$ cat src/rtl/ahb_burst_sequencer.sv
// ahb_burst_sequencer
//   Master-side AHB burst sequencer. Accepts one burst command over a
//   valid/ready handshake and plays it out on the AHB address phase one beat
//   at a time, feeding hwdata in the data phase for writes and capturing
//   hrdata for reads.
//
// Parameters
//   AW    address width
//   DW    data width
//   SELW  width of the hsel slave index
//
// Ports
//   clk, hreset                 clock and synchronous active-high reset
//   cmd_valid / cmd_ready       command handshake (ready only while idle)
//   cmd_addr, cmd_size,
//   cmd_burst, cmd_len,
//   cmd_write, cmd_sel          burst command fields
//   wr_data / wr_valid /
//   wr_ready                    write-data stream, one word per write beat
//   hready, hresp, hrdata       AHB slave response
//   haddr, htrans, hburst,
//   hsize, hwrite, hsel         AHB address phase
//   hwdata                      AHB write data (data phase)
//   rd_data / rd_valid          captured read data, one strobe per read beat
//   done                        one-cycle pulse at the end of a burst
//
// Configuration
//   AHB_ERR_ABORT_EN  when defined, an ERROR response on a completed data
//                     phase aborts the rest of the burst. When undefined,
//                     hresp is ignored and every burst runs to completion.
//
// state | meaning
// ------+-----------------------------------------------------------------
// IDLE  | no burst; htrans=IDLE, cmd_ready=1
// NSEQ  | first beat address phase (NONSEQ, or IDLE while write data missing)
// SEQ   | subsequent beat address phase (SEQ, or BUSY while write data missing)
// LAST  | all addresses issued; waiting out the final data phase

module ahb_burst_sequencer #(
    parameter int AW   = 32,
    parameter int DW   = 32,
    parameter int SELW = 2
) (
    input  logic            clk,
    input  logic            hreset,

    input  logic            cmd_valid,
    output logic            cmd_ready,
    input  logic [AW-1:0]   cmd_addr,
    input  logic [2:0]      cmd_size,
    input  logic [2:0]      cmd_burst,
    input  logic [3:0]      cmd_len,
    input  logic            cmd_write,
    input  logic [SELW-1:0] cmd_sel,

    input  logic [DW-1:0]   wr_data,
    input  logic            wr_valid,
    output logic            wr_ready,

    input  logic            hready,
    input  logic            hresp,
    input  logic [DW-1:0]   hrdata,

    output logic [AW-1:0]   haddr,
    output logic [1:0]      htrans,
    output logic [2:0]      hburst,
    output logic [2:0]      hsize,
    output logic            hwrite,
    output logic [SELW-1:0] hsel,
    output logic [DW-1:0]   hwdata,

    output logic [DW-1:0]   rd_data,
    output logic            rd_valid,
    output logic            done
);

    localparam logic [1:0] HT_IDLE   = 2'b00;
    localparam logic [1:0] HT_BUSY   = 2'b01;
    localparam logic [1:0] HT_NONSEQ = 2'b10;
    localparam logic [1:0] HT_SEQ    = 2'b11;

    localparam logic [2:0] HB_SINGLE = 3'b000;
    localparam logic [2:0] HB_INCR   = 3'b001;
    localparam logic [2:0] HB_WRAP4  = 3'b010;
    localparam logic [2:0] HB_INCR4  = 3'b011;
    localparam logic [2:0] HB_WRAP8  = 3'b100;
    localparam logic [2:0] HB_INCR8  = 3'b101;

    typedef enum logic [1:0] {
        ST_IDLE,
        ST_NSEQ,
        ST_SEQ,
        ST_LAST
    } state_t;

    state_t state;
    state_t state_nxt;

    logic [3:0]    beat_cnt;
    logic [3:0]    beats_m1;
    logic          dp_valid;
    logic          dp_write;

    logic [AW-1:0] step_bytes;
    logic [AW-1:0] wrap_mask;
    logic [AW-1:0] addr_incr;
    logic [AW-1:0] addr_next;
    logic          is_wrap;
    logic          wr_stall;
    logic          data_done;
    logic          abort;
    logic          accept;
    logic          last_beat;
    logic          in_addr_phase;

    // Beat count minus one; undefined burst encodings fall back to a single beat.
    function automatic logic [3:0] decode_beats_m1(input logic [2:0] burst,
                                                   input logic [3:0] len);
        logic [3:0] n;
        case (burst)
            HB_SINGLE:          n = 4'd0;
            HB_INCR:            n = len;
            HB_WRAP4, HB_INCR4: n = 4'd3;
            HB_WRAP8, HB_INCR8: n = 4'd7;
            default:            n = 4'd0;
        endcase
        return n;
    endfunction

    // Address stepping. The wrap boundary is beats*bytes, which is always a
    // power of two, so the low bits wrap and the high bits stay put.
    always_comb begin
        is_wrap    = (hburst == HB_WRAP4) || (hburst == HB_WRAP8);
        step_bytes = AW'(1) << hsize;
        wrap_mask  = ((hburst == HB_WRAP8) ? (AW'(8) << hsize)
                                           : (AW'(4) << hsize)) - AW'(1);
        addr_incr  = haddr + step_bytes;
        addr_next  = is_wrap ? ((haddr & ~wrap_mask) | (addr_incr & wrap_mask))
                             : addr_incr;
    end

    assign in_addr_phase = (state == ST_NSEQ) || (state == ST_SEQ);
    assign wr_stall      = hwrite && !wr_valid;
    assign data_done     = dp_valid && hready;
    assign last_beat     = (beat_cnt == beats_m1);

`ifdef AHB_ERR_ABORT_EN
    assign abort = data_done && hresp;
`else
    logic unused_hresp;
    assign unused_hresp = hresp;
    assign abort        = 1'b0;
`endif

    // An address offered in the same cycle as an aborting error response is
    // dropped along with the rest of the burst.
    assign accept = in_addr_phase && !wr_stall && hready && !abort;

    always_comb begin
        state_nxt = state;
        htrans    = HT_IDLE;
        cmd_ready = 1'b0;
        wr_ready  = 1'b0;

        case (state)
            ST_IDLE: begin
                cmd_ready = 1'b1;
                if (cmd_valid) begin
                    state_nxt = ST_NSEQ;
                end
            end
            ST_NSEQ: begin
                // Without write data the first beat is simply not started yet.
                htrans = wr_stall ? HT_IDLE : HT_NONSEQ;
                if (accept) begin
                    state_nxt = last_beat ? ST_LAST : ST_SEQ;
                end
            end
            ST_SEQ: begin
                htrans = wr_stall ? HT_BUSY : HT_SEQ;
                if (accept) begin
                    state_nxt = last_beat ? ST_LAST : ST_SEQ;
                end
            end
            ST_LAST: begin
                if (hready) begin
                    state_nxt = ST_IDLE;
                end
            end
            default: begin
                state_nxt = ST_IDLE;
            end
        endcase

        if (abort) begin
            state_nxt = ST_IDLE;
        end

        wr_ready = accept && hwrite;
    end

    always_ff @(posedge clk) begin
        if (hreset) begin
            state    <= ST_IDLE;
            haddr    <= '0;
            hburst   <= '0;
            hsize    <= '0;
            hwrite   <= 1'b0;
            hsel     <= '0;
            hwdata   <= '0;
            rd_data  <= '0;
            rd_valid <= 1'b0;
            done     <= 1'b0;
            beat_cnt <= '0;
            beats_m1 <= '0;
            dp_valid <= 1'b0;
            dp_write <= 1'b0;
        end else begin
            state <= state_nxt;

            if ((state == ST_IDLE) && cmd_valid) begin
                haddr    <= cmd_addr;
                hburst   <= cmd_burst;
                hsize    <= cmd_size;
                hwrite   <= cmd_write;
                hsel     <= cmd_sel;
                beats_m1 <= decode_beats_m1(cmd_burst, cmd_len);
                beat_cnt <= '0;
            end else if (accept && !last_beat) begin
                haddr    <= addr_next;
                beat_cnt <= beat_cnt + 4'd1;
            end

            // A data phase lasts from the accepting edge until the next
            // hready; a stalled cycle keeps whatever phase is in flight.
            if (hready) begin
                dp_valid <= accept;
                dp_write <= hwrite;
            end

            if (wr_ready) begin
                hwdata <= wr_data;
            end

            rd_valid <= data_done && !dp_write;
            if (data_done && !dp_write) begin
                rd_data <= hrdata;
            end

            done <= ((state == ST_LAST) && hready) || abort;
        end
    end

endmodule

$ cat config.mk
export PLATFORM = sky130hd
export DESIGN_NAME = ahb_burst_sequencer
export DESIGN_NICKNAME = d
export VERILOG_FILES = /design/src/rtl/ahb_burst_sequencer.sv
export SDC_FILE = /design/constraint.sdc
export NUM_CORES = 1
export LEC_CHECK = 0
export BUFFER_PORTS_ARGS = -buffer_cell sky130_fd_sc_hd__buf_2
export CAP_MARGIN = 20
export CORE_ASPECT_RATIO = 2
export CORE_UTILIZATION = 43
export DETAILED_ROUTE_END_ITERATION = 12
export GPL_TIMING_DRIVEN = 1
export HOLD_SLACK_MARGIN = 0.15
export PLACE_DENSITY_LB_ADDON = 0.3
export SLEW_MARGIN = 0
export SYNTH_ARGS = -nofsm -noshare
export SYNTH_HDL_FRONTEND = slang
export SYNTH_SLANG_ARGS = --single-unit
$ cat constraint.sdc
create_clock -name clk -period 2.67 [get_ports clk]
set_input_delay 0.267 -clock clk [delete_from_list [all_inputs] [get_ports clk]]
set_output_delay 0.267 -clock clk [all_outputs]
set_load 0.005 [all_outputs]
# Word level (Yosys, flattened, before mapping)
# Index checks and enable logic that the tools add are counted.
[op_classes]
n_reduce_logical = 22
eq_ne = 14
addsub = 3
mux = 14
n_shift = 3
n_bitwise = 4
[op_table]
columns = ["operator", "count"]
rows = [
  ["$mux W32", 4],
  ["$and A32 B32 Y32", 2],
  ["$add A32 B32 Y32", 1],
  ["$not A32 Y32", 1],
  ["$or A32 B32 Y32", 1],
  ["$shl A1 B3 Y32 const A", 1],
  ["$shl A3 B3 Y32 const A", 1],
  ["$shl A4 B3 Y32 const A", 1],
  ["$sub A32 B2 Y32 const B", 1],
  ["$pmux W4 S3", 1],
  ["$mux W2", 5],
  ["$eq A3 B2 Y1 const B", 3],
  ["$eq A3 B3 Y1 const B", 3],
  ["$logic_and A1 B1 Y1", 9],
  ["$reduce_or A2 Y1", 4],
  ["$pmux W2 S3", 1],
  ["$add A4 B1 Y4 const B", 1],
  ["$eq A2 B2 Y1 const B", 2],
  ["$eq A4 B4 Y1", 1],
  ["$logic_not A1 Y1", 4],
  ["$ne A2 B2 Y1 const B", 2],
  ["$pmux W2 S2", 1],
  ["$eq A3 B1 Y1 const B", 1],
  ["$reduce_and A3 Y1", 1],
  ["other kinds (6)", 8],
]
[word_totals]
reg_bits = 119
in_bits = 115
elab_cells = 74
output_inout_bits = 111

# Longest topological paths before layout
# Gate-level depths: netlist of the first run.
[logic_depth]
ltp_word = 9
depth_mapped = 15

# Worst setup path before layout of the first run
# Ideal clock, no wire load.
[synth_timing]
path_type = "register to register"
start = "register hsize[1]"
end = "register with a tool-made name"
synth_period_minus_slack_ns = 2.960
t_arrival_ns = 2.869
slack_ns = -0.290
required_ns = 2.579
path_stages_with_launch = 12
path_cell_list = "dfxtp_1 > clkbuf_1 > clkbuf_1 > nor3b_1 > ha_1 > buf_4 > nand2_2 > o31a_1 > a2111oi_4 > nand3_2 > xor2_1 > a311oi_1"
[synth_lines]
columns = ["item", "line", "text"]
rows = [
  ["from (decl)", "67", "output logic [2:0] hsize,"],
  ["from (signal assigned)", "224", "hsize <= cmd_size;"],
]

==> results.py, run 1 <==
metrics = {
    "logic_synthesis": {
        "yosysSeqAreaShare_pct": 39.9,
        "ys_warn_count": 0,
        "synth_edf_count": 0,
        "yosysUniqueCellTypes": 59,
        "synth_cells": 786,
        "avgSynthCellArea_um2": 7.60,
        "yosys.area.top_type": "dfxtp_1",
        "syn-cell-area_mm2": 0.00598,
        "synth_most_common_cell": "nand2_1",
        "synth_common_cells": "nand2_1, dfxtp_1, a21oi_1, nor2_1, clkbuf_1",
        "synth_nets": 921,
        "yosys-top-cells-area": "dfxtp_1, nand2_1, a21oi_1, ha_1, nor2_1",
        "synth_top_flop_cell": "dfxtp_1",
        "synth_seq_cells": 119,
        "synthArstFlopShare_pct": 0,
        "synth_top_cell_area_share_pct": 39.9,
    },
    "power": {
        "clkPwrFrac_pct": 30.8,
        "pwr-share-comb_pct": 35.7,
        "p_sw_mw": 2.61,
        "intPower_mw": 4.36,
        "p_total_mw": 6.97,
        "swShare_pct": 37.5,
        "p_leak_nw": 4.07,
        "pwr-share-seq_pct": 33.5,
        "power_density_mw_per_mm2": 779,
        "ir_drop_uv": 507,
    },
    "timing": {
        "finalClockSkew_ps": 10.5,
        "finalHoldViolations": 0,
        "relSlewSlack_pct": 56.1,
        "setup_slack_ps": -23.3,
        "setup_viol_count_final": 2,
        "whs_ps": 160,
        "post-route-min-period_ps": 2690,
        "rsz0062_at_grt": "true",
        "fin_crit_sh_pct": 101,
        "worst-slew-pin-transition_ps": 658,
        "finalMaxSlewViolations": 0,
        "max_freq_mhz": 371,
    },
    "placed_design": {
        "dpl_cell_area_mm2": 0.00748,
        "hpwl_um": 14700,
        "dpl.cell_count": 1163,
        "portBuffers": 224,
        "place_congestion": 0.938,
    },
    "worst_setup_path": {
        "cp_max_fo": 8,
        "startpoint_type": "flop",
        "setup.worst_path.start": "hsize[2]",
        "worstSetupPathType": "reg2reg",
        "arrival_ps": 3010,
        "end_kind": "flop",
        "worstPathRequired_ps": 2990,
        "r2r-start": "hsize[2]",
    },
    "worst_hold_path": {
        "min_path_type": "in2reg",
        "holdCritStartpoint": "cmd_addr[12]",
    },
    "finish": {
        "antenna_cells": 0,
        "fin_cells": 1281,
        "num-fill-cells": 1154,
        "drive_gt1_share_pct": 30.5,
        "final_cell_area_mm2": 0.00895,
        "area_delta_synth_final_pct": 49.8,
        "final_nets": 1248,
    },
    "die": {
        "dieArea_mm2": 0.0144,
        "die_y_um": 169,
        "num_rows": 60,
        "die_x_um": 85.4,
        "fp.coreArea_mm2": 0.0135,
        "pin_count": 226,
        "initial_utilization_pct": 44.2,
    },
    "global_route": {
        "antenna_found_initial": 0,
        "met1_usage_pct": 28.6,
        "top_usage_layer": "met2",
        "grt_usage_pct": 30.3,
        "grt_overflow_total": 0,
        "grt_first_pass_wirelength_um": 34100,
        "met2_usage_pct": 57.9,
        "grt_util_met3_pct": 6.83,
        "grt_max_degree": 43,
        "grt_pass1_vias": 7128,
    },
    "clock_tree": {
        "cts_buffers": 17,
        "cts_tree": "built",
        "path_clk_slew_ps": 60,
        "clock_path_buffers": 2,
        "clock_latency_ps": 410,
        "ctsHtreeMaxLevel": 4,
        "cts_root_buf": "clkbuf_16",
        "cts_sinks": 119,
    },
    "routing": {
        "route.detailed.drc": 0,
        "dr.pass1.iters": 5,
        "drt_wl_total_um": 21800,
        "routed-via-count": 7093,
        "drt-initial-drc-count": 380,
        "ant_nets": 0,
        "vias_per_cell": 5.54,
        "wl_per_cell_um": 17.0,
    },
    "outcome": {
        "status": "finished with violations",
        "violations": "negative setup slack",
    },
    "job": {
        "drv_cap": 0,
    },
}
[cell type report]
cell class	instances	area, µm²	area share (%)
Timing Repair Buffer	357	2330	26.0
Tap cell	155	194	2.17
Clock buffer	17	425	4.75
Inverter	14	52.6	0.587
Clock inverter	15	119	1.33
Sequential cell	119	2390	26.7
Multi-Input combinational cell	604	3440	38.5
[metrics by stage]
stage                     setup slack [ps]  util (%)  setup TNS (ps)
after global placement               -3.06      55.4           -3.06
after detailed placement             -49.5      55.4           -55.8
final                                -23.3      66.3           -38.2
after floorplan                      -24.0         -           -46.0
after global routing                  -161      66.3            -964
after CTS                            -24.7      65.5           -24.7
[cell families (layout without fill, tap and decap cells)]
family | Yosys count | in the layout | share of synthesized area, %
compound gates | 212 | 212 | 22.2
simple gates | 345 | 345 | 25.4
fa+ha+maj | 20 | 20 | 4.31
mux | 7 | 7 | 1.17
xor+xnor | 20 | 20 | 2.93
flops | 119 | 119 | 39.9
buf+inv | 63 | 403 | 4.08
[power by group through the flow]
stage	registers (mW)	clock network (mW)	logic, mW
finish	2.33	2.15	2.49
global route	2.37	2.26	2.72
CTS	2.33	2.18	2.42
detailed placement	2.36	0	2.31
global placement	2.36	0	2.29
floorplan	2.31	0	1.39
[layer usage]
layer / up-vias / part of all wire, %
met2: 289 / 55
met4: 0 / 5.2
met5: - / 0
met1: 3319 / 35
met3: 82 / 5.7
li1: 3403 / -
[layout by cell type, fill, tap and decap left out, types with 4 or more instances in the layout]
master / netlist / final
a211oi_1: 5 / 4
a21o_1: 8 / 8
a21oi_1: 107 / 105
a2bb2oi_1: 4 / 4
a311oi_1: 11 / 11
a31oi_1: 12 / 12
and3_1: 10 / 10
buf_2: 3 / 223
buf_4: 1 / 51
clkbuf_16: 0 / 17
dfxtp_1: 119 / 116
dlygate4sd3_1: 0 / 82
ha_1: 19 / 16
inv_1: 14 / 14
inv_6: 0 / 6
mux2i_1: 7 / 7
nand2_1: 203 / 202
nand2b_1: 7 / 7
nand3_1: 16 / 15
nand4_1: 12 / 12
nor2_1: 53 / 50
nor3_1: 11 / 8
o211a_1: 4 / 4
o21ai_0: 23 / 22
o22ai_1: 10 / 10
o31a_1: 4 / 4
or2_2: 6 / 6
or3_1: 5 / 5
xnor2_1: 7 / 7
xor2_1: 13 / 13
[worst max-delay path: stages (launching register included)]
cell and delay (ps):
dfxtp_4 370, buf_4 140, nor3b_1 250, ha_2 280, a211oi_4 60, o31a_1 370, a2111oi_4 510, nand3_2 170
xor2_1 180, a311oi_1 270
[path summary, 6_finish.rpt]
kind	end	slack, ps	cells past startpoint
worst max-delay path	flop	-20	9
worst min-delay path	flop	160	3
worst max register to register	flop	-20	9
worst min register to register	rd_data[23]	450	2
[timing repair]
action,in CTS,in global routing
resized for setup,1,18
hold buffers,82,0
setup buffers,0,4
hold endpoints to repair,82,0
endpoints found under the setup margin,4,13
pin swaps,3,10
Power figures use the tool's default switching activity.
==> inputs of run 2 (changes only) <==
==> constraint.sdc (replaced) <==
create_clock -name clk -period 2.32 [get_ports clk]
set_input_delay 0.232 -clock clk [delete_from_list [all_inputs] [get_ports clk]]
set_output_delay 0.232 -clock clk [all_outputs]
set_load 0.005 [all_outputs]
==> run 2 against run 1 <==
Net effect: the flow still finishes with violations (negative setup slack); register-to-register slack worse by 220 ps; worst hold slack worse by 3.6 ps; sequential share of layout area down 2.0 points; via count up 6.0%; non-clock buffer count up 63; cell area up 8.2%; setup slack worse by 220 ps; clock skew about the same; clock power up 40%.
==> results.py, run 2 (synthesis gave the netlist of run 1 again) <==
metrics = {
    "global_route": {
        "grt_overflow_total": 0,
        "grt_pass1_vias": 7590,
        "grt_first_pass_wirelength_um": 36500,
        "grt_usage_pct": 32.6,
        "antenna_found_initial": 0,
        "grt_max_degree": 41,
    },
    "timing": {
        "post-route-min-period_ps": 2570,
        "rsz0062_at_grt": "true",
        "finalMaxSlewViolations": 0,
        "setup_slack_ps": -247,
        "fin_tns_setup_ps": -2660,
        "max_freq_mhz": 390,
        "finalClockSkew_ps": 10.6,
        "relSlewSlack_pct": 55.4,
        "setup_viol_count_final": 25,
        "finalHoldViolations": 0,
        "worst-slew-pin-transition_ps": 668,
        "fin_crit_sh_pct": 111,
    },
    "power": {
        "p_leak_nw": 4.47,
        "ir_drop_uv": 765,
        "pwr-share-comb_pct": 37.5,
        "p_sw_mw": 3.24,
        "pwr-share-seq_pct": 29.3,
        "intPower_mw": 5.80,
        "clkPwrFrac_pct": 33.2,
        "power_density_mw_per_mm2": 932,
        "swShare_pct": 35.8,
    },
    "placed_design": {
        "place_congestion": 0.925,
        "dpl.cell_count": 1203,
        "portBuffers": 224,
        "dpl_cell_area_mm2": 0.00781,
        "hpwl_um": 15600,
        "dp_worst_setup_slack_ps": -303,
    },
    "die": {
        "pin_count": 226,
        "die_x_um": 85.4,
        "initial_utilization_pct": 44.2,
        "dieArea_mm2": 0.0144,
        "die_y_um": 169,
        "fp.coreArea_mm2": 0.0135,
        "num_rows": 60,
    },
    "worst_setup_path": {
        "arrival_ps": 2890,
        "worstSetupPathType": "reg2reg",
        "worstPathRequired_ps": 2640,
        "end_kind": "flop",
        "startpoint_type": "flop",
        "cp_cell_sequence": "nor3_2 -> ha_2 -> fa_2 -> a211oi_2 -> o31a_1 -> a2111oi_4 -> buf_4 -> nand3_2 -> xor2_1 -> a311oi_1",
        "cp_max_fo": 5,
        "cpPeakStageDelay_ps": 380,
        "r2r_slack_ps": -250,
        "slowest_stage": "o31a_1",
    },
    "routing": {
        "ant_nets": 0,
        "drt-initial-drc-count": 369,
        "wl_per_cell_um": 17.5,
        "vias_per_cell": 5.59,
        "dr.pass1.iters": 5,
        "drt_wl_total_um": 23500,
        "routed-via-count": 7518,
        "route.detailed.drc": 0,
    },
    "job": {
        "drv_cap": 0,
    },
    "finish": {
        "final_util_pct": 71.7,
        "drive_gt1_share_pct": 34.7,
        "multi_input_area_mm2": 0.00355,
        "final_cell_mix": "buf_2, nand2_1, dfxtp_1, a21oi_1, buf_4",
        "fin_cells": 1344,
        "area_delta_synth_final_pct": 62.1,
        "antenna_cells": 0,
        "num-fill-cells": 1028,
        "layout_commonest_cell": "buf_2",
        "ff_latch_area_mm2": 0.00239,
        "final_nets": 1311,
        "final_cell_area_mm2": 0.00969,
    },
    "clock_tree": {
        "ctsHtreeMaxLevel": 4,
        "cts_root_buf": "clkbuf_16",
        "clock_latency_ps": 420,
        "cts_sinks": 119,
        "cts_tree": "built",
        "cts_buffers": 17,
        "path_clk_slew_ps": 70,
        "clock_path_buffers": 2,
    },
    "outcome": {
        "status": "finished with violations",
        "violations": "negative setup slack",
    },
    "worst_hold_path": {
        "min_path_type": "in2reg",
    },
}
-- run 2: changes by cell type in the layout (fill, tap and decap cells not counted), moves of 3 or more --
| cell | change |
|---|---|
| inv_6 | -3 |
| bufinv_16 | +4 |
| inv_8 | +5 |
| a21oi_1 | -4 |
| clkinvlp_4 | -3 |
| clkinv_2 | -3 |
| o21ai_0 | -3 |
| buf_4 | +50 |
| dlygate4sd3_1 | +11 |
-- run 2: power groups by stage --
| stage | clock [mW] | sequential [mW] | combinational (mW) |
|---|---|---|---|
| floorplan | 0 | 2.66 | 1.63 |
| finish | 3.00 | 2.65 | 3.39 |
| CTS | 3.02 | 2.64 | 3.26 |
| global placement | 0 | 2.67 | 2.95 |
| detailed placement | 0 | 2.68 | 2.99 |
| global route | 3.12 | 2.68 | 3.67 |
-- run 2: layout make-up --
type | instances | area share, %
clock buffers | 17 | 4.39
repair buffers | 420 | 29.3
well taps | 155 | 2.00
multi-input cells | 604 | 36.6
inverters | 14 | 0.542
clock inverters | 15 | 2.39
flip-flops and latches | 119 | 24.7
-- run 2: stage by stage --
stage               hold WS [ps]  total power [mW]
floorplan                    360              4.29
global placement             438              5.62
detailed placement           443              5.67
CTS                          154              8.92
global route                 154              9.47
finish                       156              9.03
-- run 2: repair_timing --
item,in CTS,in global routing
hold endpoints to repair,93,0
hold buffers,93,0
pin swaps,25,12
buffers inserted,9,7
endpoints found under the setup margin,26,26
gates resized for setup,36,7
-- run 2: layer usage --
layer / track usage (%) / part of all wire (%) / vias up
met5: 0 / 0 / -
met2: 60.3 / 53 / 363
met3: 7.56 / 6.5 / 118
met1: 30.8 / 34 / 3505
met4: 23.2 / 6.8 / 0
li1: - / - / 3532
-- run 2: final timing paths --
path	from	end	cells after the start
worst min register to register	rd_data[30]	rd_data[30]	2
worst max register to register	hsize[2]	flop	10
worst min-delay path	cmd_addr[22]	flop	3
worst max-delay path	hsize[2]	flop	10
-- run 2: worst max-delay path: cells and delay by family (launching register included) --
kind / cells / cell delay, ps
flops: 1 / 360
compound gates: 4 / 1060
simple gates: 2 / 240
xor+xnor: 1 / 160
fa+ha+maj: 2 / 450
buf+inv: 1 / 200
